==> config.mk <==
export PLATFORM = sky130hd
export DESIGN_NAME = daddr_gen_flat
export DESIGN_NICKNAME = d
export VERILOG_FILES = /design/src/rtl/daddr_gen_if.sv /design/src/rtl/daddr_gen.sv /design/src/flat_wrapper.sv
export SDC_FILE = /design/constraint.sdc
export NUM_CORES = 1
export LEC_CHECK = 0
export CAP_MARGIN = 20
export CORE_MARGIN = 2
export CORE_UTILIZATION = 55
export DETAILED_ROUTE_END_ITERATION = 10
export GPL_TIMING_DRIVEN = 1
export PLACE_DENSITY = 0.89
export SLEW_MARGIN = 0
export SYNTH_ARGS = -nofsm -noshare
export SYNTH_HDL_FRONTEND = slang
export SYNTH_SLANG_ARGS = --single-unit
==> constraint.sdc <==
create_clock -name clk -period 4.64 [get_ports clk]
set_input_delay 0.696 -clock clk [delete_from_list [all_inputs] [get_ports clk]]
set_output_delay 0.696 -clock clk [all_outputs]
set_load 0.02 [all_outputs]
==> src/rtl/daddr_gen_if.sv <==
// Bus bundle between the core controller and the data-address generator.
// DADDR_MODULO_EN adds the baseCtl/limCtl load strobes for circular addressing.
interface daddr_gen_if #(
  parameter int AW   = 16,
  parameter int NREG = 4,
  parameter int LW   = 4
);
  localparam int SW = $clog2(NREG);

  logic [AW-1:0] aluOut;
  logic          dAregCtl;
  logic [SW-1:0] regSel;
  logic [1:0]    mode;
  logic [AW-1:0] stride;
  logic          burst_start;
  logic [LW-1:0] burst_len;
  logic          mem_ready;
  logic [AW-1:0] dAddr;
  logic          dAddr_valid;
  logic          busy;
`ifdef DADDR_MODULO_EN
  logic          baseCtl;
  logic          limCtl;

  modport master (
    output aluOut, dAregCtl, regSel, mode, stride, burst_start, burst_len,
           mem_ready, baseCtl, limCtl,
    input  dAddr, dAddr_valid, busy
  );

  modport slave (
    input  aluOut, dAregCtl, regSel, mode, stride, burst_start, burst_len,
           mem_ready, baseCtl, limCtl,
    output dAddr, dAddr_valid, busy
  );
`else
  modport master (
    output aluOut, dAregCtl, regSel, mode, stride, burst_start, burst_len,
           mem_ready,
    input  dAddr, dAddr_valid, busy
  );

  modport slave (
    input  aluOut, dAregCtl, regSel, mode, stride, burst_start, burst_len,
           mem_ready,
    output dAddr, dAddr_valid, busy
  );
`endif
endinterface

==> src/rtl/daddr_gen.sv <==
// Data-address generator: NREG pointers loaded from the ALU, each able to drive a
// valid/ready address burst with post-update. DADDR_MODULO_EN enables mode 11 circular addressing.
module daddr_gen #(
  parameter int AW   = 16,
  parameter int NREG = 4,
  parameter int LW   = 4
) (
  input  logic       clk,
  input  logic       rst_n,
  daddr_gen_if.slave bus
);
  localparam int SW = $clog2(NREG);

  localparam logic [1:0] MODE_HOLD = 2'b00;
  localparam logic [1:0] MODE_INC  = 2'b01;
  localparam logic [1:0] MODE_DEC  = 2'b10;
  localparam logic [1:0] MODE_MOD  = 2'b11;

  typedef enum logic {
    IDLE,
    BURST
  } state_t;

  state_t        r_state;
  state_t        w_stateNext;
  logic [AW-1:0] r_ptr [NREG];
  logic [AW-1:0] r_dAddr;
  logic [LW-1:0] r_cnt;
  logic [SW-1:0] r_sel;
  logic [1:0]    r_mode;
  logic [AW-1:0] r_stride;
  logic          w_load;
  logic          w_start;
  logic          w_accept;
  logic [AW-1:0] w_cur;
  logic [AW-1:0] w_next;
`ifdef DADDR_MODULO_EN
  logic [AW-1:0] r_base  [NREG];
  logic [AW-1:0] r_limit [NREG];
  logic [AW:0]   w_sum;
`endif

  always_ff @(posedge clk) begin
    if (!rst_n) r_state <= IDLE;
    else        r_state <= w_stateNext;
  end

  // Load and burst requests are only honoured in IDLE; a beat is accepted whenever BURST sees mem_ready.
  always_comb begin
    w_stateNext = r_state;
    w_load      = 1'b0;
    w_start     = 1'b0;
    w_accept    = 1'b0;
    case (r_state)
      IDLE: begin
        w_load = bus.dAregCtl;
        if (bus.burst_start && (bus.burst_len != '0)) begin
          w_start     = 1'b1;
          w_stateNext = BURST;
        end
      end
      BURST: begin
        w_accept = bus.mem_ready;
        if (w_accept && (r_cnt == LW'(1))) w_stateNext = IDLE;
      end
      default: w_stateNext = IDLE;
    endcase
  end

  // Post-update of the active pointer; wrap-around is silent modulo 2^AW.
  always_comb begin
    w_cur = r_ptr[r_sel];
`ifdef DADDR_MODULO_EN
    w_sum = {1'b0, w_cur} + {1'b0, r_stride};
`endif
    case (r_mode)
      MODE_HOLD: w_next = w_cur;
      MODE_INC:  w_next = w_cur + r_stride;
      MODE_DEC:  w_next = w_cur - r_stride;
`ifdef DADDR_MODULO_EN
      MODE_MOD: begin
        if (w_sum > {1'b0, r_limit[r_sel]})
          w_next = r_base[r_sel] + w_sum[AW-1:0] - r_limit[r_sel] - AW'(1);
        else
          w_next = w_sum[AW-1:0];
      end
`else
      MODE_MOD:  w_next = w_cur;
`endif
      default:   w_next = w_cur;
    endcase
  end

  always_ff @(posedge clk) begin
    if (!rst_n) begin
      for (int i = 0; i < NREG; i++) begin
        r_ptr[i] <= '0;
`ifdef DADDR_MODULO_EN
        r_base[i]  <= '0;
        r_limit[i] <= '1;
`endif
      end
      r_dAddr  <= '0;
      r_cnt    <= '0;
      r_sel    <= '0;
      r_mode   <= MODE_HOLD;
      r_stride <= '0;
    end else begin
      case (r_state)
        IDLE: begin
          // Load is write-through so a burst started on the same edge begins at the new value.
          if (w_load) begin
            r_ptr[bus.regSel] <= bus.aluOut;
            r_dAddr           <= bus.aluOut;
          end else begin
            r_dAddr <= r_ptr[bus.regSel];
          end
          if (w_start) begin
            r_sel    <= bus.regSel;
            r_mode   <= bus.mode;
            r_stride <= bus.stride;
            r_cnt    <= bus.burst_len;
          end
`ifdef DADDR_MODULO_EN
          if (bus.baseCtl) r_base[bus.regSel]  <= bus.aluOut;
          if (bus.limCtl)  r_limit[bus.regSel] <= bus.aluOut;
`endif
        end
        BURST: begin
          if (w_accept) begin
            r_ptr[r_sel] <= w_next;
            r_dAddr      <= w_next;
            r_cnt        <= r_cnt - LW'(1);
          end
        end
        default: ;
      endcase
    end
  end

  assign bus.dAddr       = r_dAddr;
  assign bus.dAddr_valid = (r_state == BURST);
  assign bus.busy        = (r_state == BURST);

endmodule

==> src/flat_wrapper.sv <==
// flat-port wrapper written by rule: the top's interface ports become plain ports
module daddr_gen_flat 
#(
  parameter int AW   = 16,
  parameter int NREG = 4,
  parameter int LW   = 4
)
  (clk, rst_n, bus_aluOut, bus_dAregCtl, bus_regSel, bus_mode, bus_stride, bus_burst_start, bus_burst_len, bus_mem_ready, bus_dAddr, bus_dAddr_valid, bus_busy);
  daddr_gen_if #(.AW(AW), .NREG(NREG), .LW(LW)) bus_i ();
  input  logic clk;
  input  logic rst_n;
  input wire logic [$bits(bus_i.aluOut)-1:0] bus_aluOut;
  input wire logic [$bits(bus_i.dAregCtl)-1:0] bus_dAregCtl;
  input wire logic [$bits(bus_i.regSel)-1:0] bus_regSel;
  input wire logic [$bits(bus_i.mode)-1:0] bus_mode;
  input wire logic [$bits(bus_i.stride)-1:0] bus_stride;
  input wire logic [$bits(bus_i.burst_start)-1:0] bus_burst_start;
  input wire logic [$bits(bus_i.burst_len)-1:0] bus_burst_len;
  input wire logic [$bits(bus_i.mem_ready)-1:0] bus_mem_ready;
  output wire logic [$bits(bus_i.dAddr)-1:0] bus_dAddr;
  output wire logic [$bits(bus_i.dAddr_valid)-1:0] bus_dAddr_valid;
  output wire logic [$bits(bus_i.busy)-1:0] bus_busy;
  assign bus_i.aluOut = bus_aluOut;
  assign bus_i.dAregCtl = bus_dAregCtl;
  assign bus_i.regSel = bus_regSel;
  assign bus_i.mode = bus_mode;
  assign bus_i.stride = bus_stride;
  assign bus_i.burst_start = bus_burst_start;
  assign bus_i.burst_len = bus_burst_len;
  assign bus_i.mem_ready = bus_mem_ready;
  assign bus_dAddr = bus_i.dAddr;
  assign bus_dAddr_valid = bus_i.dAddr_valid;
  assign bus_busy = bus_i.busy;
  daddr_gen #(.AW(AW), .NREG(NREG), .LW(LW)) u_core (.clk(clk), .rst_n(rst_n), .bus(bus_i));
endmodule
==> results.toml <==
[status]
status = "completed"

[route]
drt_pass1_iterations = 6
wire_per_inst_um = 20.8
num_vias = 5298
drc = 0
vias_per_cell = 6.48
drt_iter0_drc = 597
ant_nets = 0
drt-total-wl_mm = 17.0

[sta]
setup-violations-final = 0
fin_crit_ns = 3.82
tightest_slew_ns = 0.988
fmax_mhz = 262
finalClockSkew_ns = 0.0155
relSlewSlack_pct = 33.9
final-hold-violation-count = 0
rsz0062_at_grt = "false"
timing.final.crit_share_pct = 82.4
fin_setup_tns_ns = 0
final_max_slew_viol_count = 0

[synth]
syn_area_per_cell_um2 = 9.97
yosys_warnings = 0
syn_nets = 683
synth_cell_types = 59
netlist_area_um2 = 6160
seq_area_frac_synth_pct = 45.2
synth_edf_count = 64
synth-seq-cells = 107
synth-async-reset-ratio_pct = 0
ys.flop_type = "edfxtp_1"
synthCells = 618

[global_route]
grt_pass1_vias = 5286
grt_max_degree = 26
grt_pass1_wl_mm = 26.7
grt.overflow.total = 0
grt_usage_pct = 29.7
antenna_found_initial = 0

[power]
vdd_drop_max_v = 0.000282
power_mw = 2.56
power_per_cell_area_nw_per_um2 = 357
cellLeakagePower_nw = 2.69

[placement]
dpl_cell_area_um2 = 6920
gp_congestion = 0.913
dpl.hpwl_mm = 12.1
portBuffers = 62

[clock_network]
cts_buffers = 9
postCtsHoldBufs = 0
postCtsSetupRepairBufs = 0
cts_tree = "done"
cts_resized = 0
clkTransAtPathRegs_ns = 0.11
clock_sinks = 107
clockBufferDepth = 2
worstSkewPairLatency_ns = 0.40
htree_num_levels = 3
cts_root_buf = "clkbuf_8"

[setup_path]
end_kind = "flip-flop"
crit_path_start_kind = "flip-flop"
cp_slowest_cell = "dfxtp_1"
worstPathArrival_ns = 3.95
slowest_delay_ns = 0.70
cp_num_buf_inv = 0
cp_cell_sequence = "mux4_2 -> ha_1 -> a21o_1 -> a31oi_1 -> nand4_1 -> a21oi_1 -> xnor2_1 -> a222oi_1 -> nor2_1"
crit_type = "flip-flop to flip-flop"
required_ns = 4.76
crit_family = "compound AO/OA/AOI/OAI gates"
cp_max_fo = 9

[floorplan]
dieWidth_um = 110
die_h_um = 110
num_io_pins = 63
coreArea_um2 = 10900
dieArea_um2 = 12100
floorplan.initialDensity_pct = 56.6
rows = 38

[layout]
antenna_cells = 0
drive_gt1_share_pct = 10.0
syn2layout_area_growth_pct = 16.3
layout.nets = 737
finalInstanceArea_um2 = 7160

[worst_hold_path]
hold_path.class = "flip-flop to flip-flop"

[run]
cap_violations = 0
-- cells by family after synthesis --
family	synth area share, %
and+or+nand+nor	14.9
AOI/OAI and AO/OA	16.2
DFF	45.2
buffers and inverters	4.04
muxes	13.1
adders and majority gates	4.18
xor gates and xnor gates	2.40
-- worst reg2reg max path, delay by kind of cell (launching register included) --
| family | cells | cell delay (ns) |
|---|---|---|
| DFF | 1 | 0.70 |
| adders and majority gates | 1 | 0.40 |
| AOI/OAI and AO/OA | 4 | 1.47 |
| and+or+nand+nor | 2 | 0.27 |
| xor gates and xnor gates | 1 | 0.10 |
| muxes | 1 | 0.60 |
-- state kept, by name (all words and copies together), names as in the netlist, named ones only --
signal,cells
u_core.bus.busy,1
u_core.r_mode,2
u_core.r_sel,2
u_core.r_stride,16
u_core.r_cnt,4
u_core.bus.dAddr,16
u_core.r_ptr,64
-- synth_stat cells, drive strengths merged (3+ instances only) --
| library cell | count | area [um2] |
|---|---|---|
| and3 | 3 | 18.8 |
| or3 | 3 | 18.8 |
| inv | 30 | 113 |
| nand4 | 4 | 25.0 |
| dfxtp | 43 | 861 |
| nor2b | 6 | 37.5 |
| a22o | 3 | 26.3 |
| a221oi | 5 | 43.8 |
| o22ai | 4 | 25.0 |
| nand2 | 80 | 300 |
| nor2 | 83 | 312 |
| a22oi | 19 | 143 |
| o211ai | 3 | 22.5 |
| nand2b | 4 | 25.0 |
| o31ai | 4 | 30.0 |
| a31oi | 8 | 50.1 |
| nand3 | 7 | 35.0 |
| mux4 | 32 | 721 |
| and2 | 3 | 18.8 |
| edfxtp | 64 | 1920 |
| a21oi | 61 | 305 |
| o21a | 6 | 45.0 |
| clkbuf | 27 | 101 |
| a21o | 9 | 67.6 |
| buf | 7 | 35.0 |
| o21ai | 20 | 100 |
| ha | 19 | 238 |
| nor3 | 12 | 60.1 |
| mux2i | 6 | 63.8 |
| xnor2 | 15 | 139 |
-- placed cells by master (no fill, tap or decap), drive strengths merged, types with 4 or more instances in the layout --
| master | instances |
|---|---|
| nor2 | 83 |
| nand2 | 80 |
| edfxtp | 64 |
| clkdlybuf4s50 | 62 |
| a21oi | 61 |
| dfxtp | 43 |
| mux4 | 32 |
| inv | 32 |
| o21ai | 20 |
| a22oi | 19 |
| ha | 19 |
| xnor2 | 15 |
| buf | 15 |
| nor3 | 12 |
| clkbuf | 10 |
| a21o | 9 |
| a31oi | 8 |
| nand3 | 7 |
| nor2b | 6 |
| o21a | 6 |
| mux2i | 6 |
| a221oi | 5 |
| nand4 | 4 |
| nand2b | 4 |
| o31ai | 4 |
| o22ai | 4 |
-- stage by stage --
stage                     setup WS, ns  util (%)  instances  hold WS [ns]
final                            0.817      65.8        817         0.469
after floorplan                   1.18         -        618         0.436
after detailed placement         0.849      63.5        799         0.456
after CTS                        0.836      65.6        815         0.470
after global placement            1.07      63.5        799         0.448
after global routing             0.567      65.8        817         0.501
-- path summary, 6_finish.rpt --
path / start / to / slack, ns / depth (start not counted)
setup / recovery: flip-flop / u_core.r_ptr[2][11] / 0.82 / 9
hold / removal: u_core.r_mode[1] / u_core.r_mode[1] / 0.47 / 2
setup reg to reg: flip-flop / u_core.r_ptr[2][11] / 0.82 / 9
hold reg to reg: u_core.r_mode[1] / u_core.r_mode[1] / 0.47 / 2
-- layer usage --
| layer | global-route usage [%] | wire (um) | vias up |
|---|---|---|---|
| li1 | - | - | 2381 |
| met1 | 35.2 | 6320 | 2526 |
| met2 | 50.6 | 8600 | 327 |
| met3 | 7.11 | 1420 | 64 |
| met4 | 14.5 | 656 | 0 |
| met5 | 0 | 0 | - |
-- area by class of cell --
type / instances / area, um2
clock inverter: 6 / 98.8
clock buffer: 10 / 128
inverter: 30 / 113
tap: 140 / 175
timing repair buffer: 77 / 737
multi-input combinational: 447 / 3130
fill: 838 / 3730
sequential: 107 / 2780
-- power breakdown --
group	internal (mW)	switching, mW
Sequential	1.09	0.0561
Clock	0.269	0.358
Combinational	0.335	0.452
Total	1.69	0.866
Power figures use the tool's default switching activity.
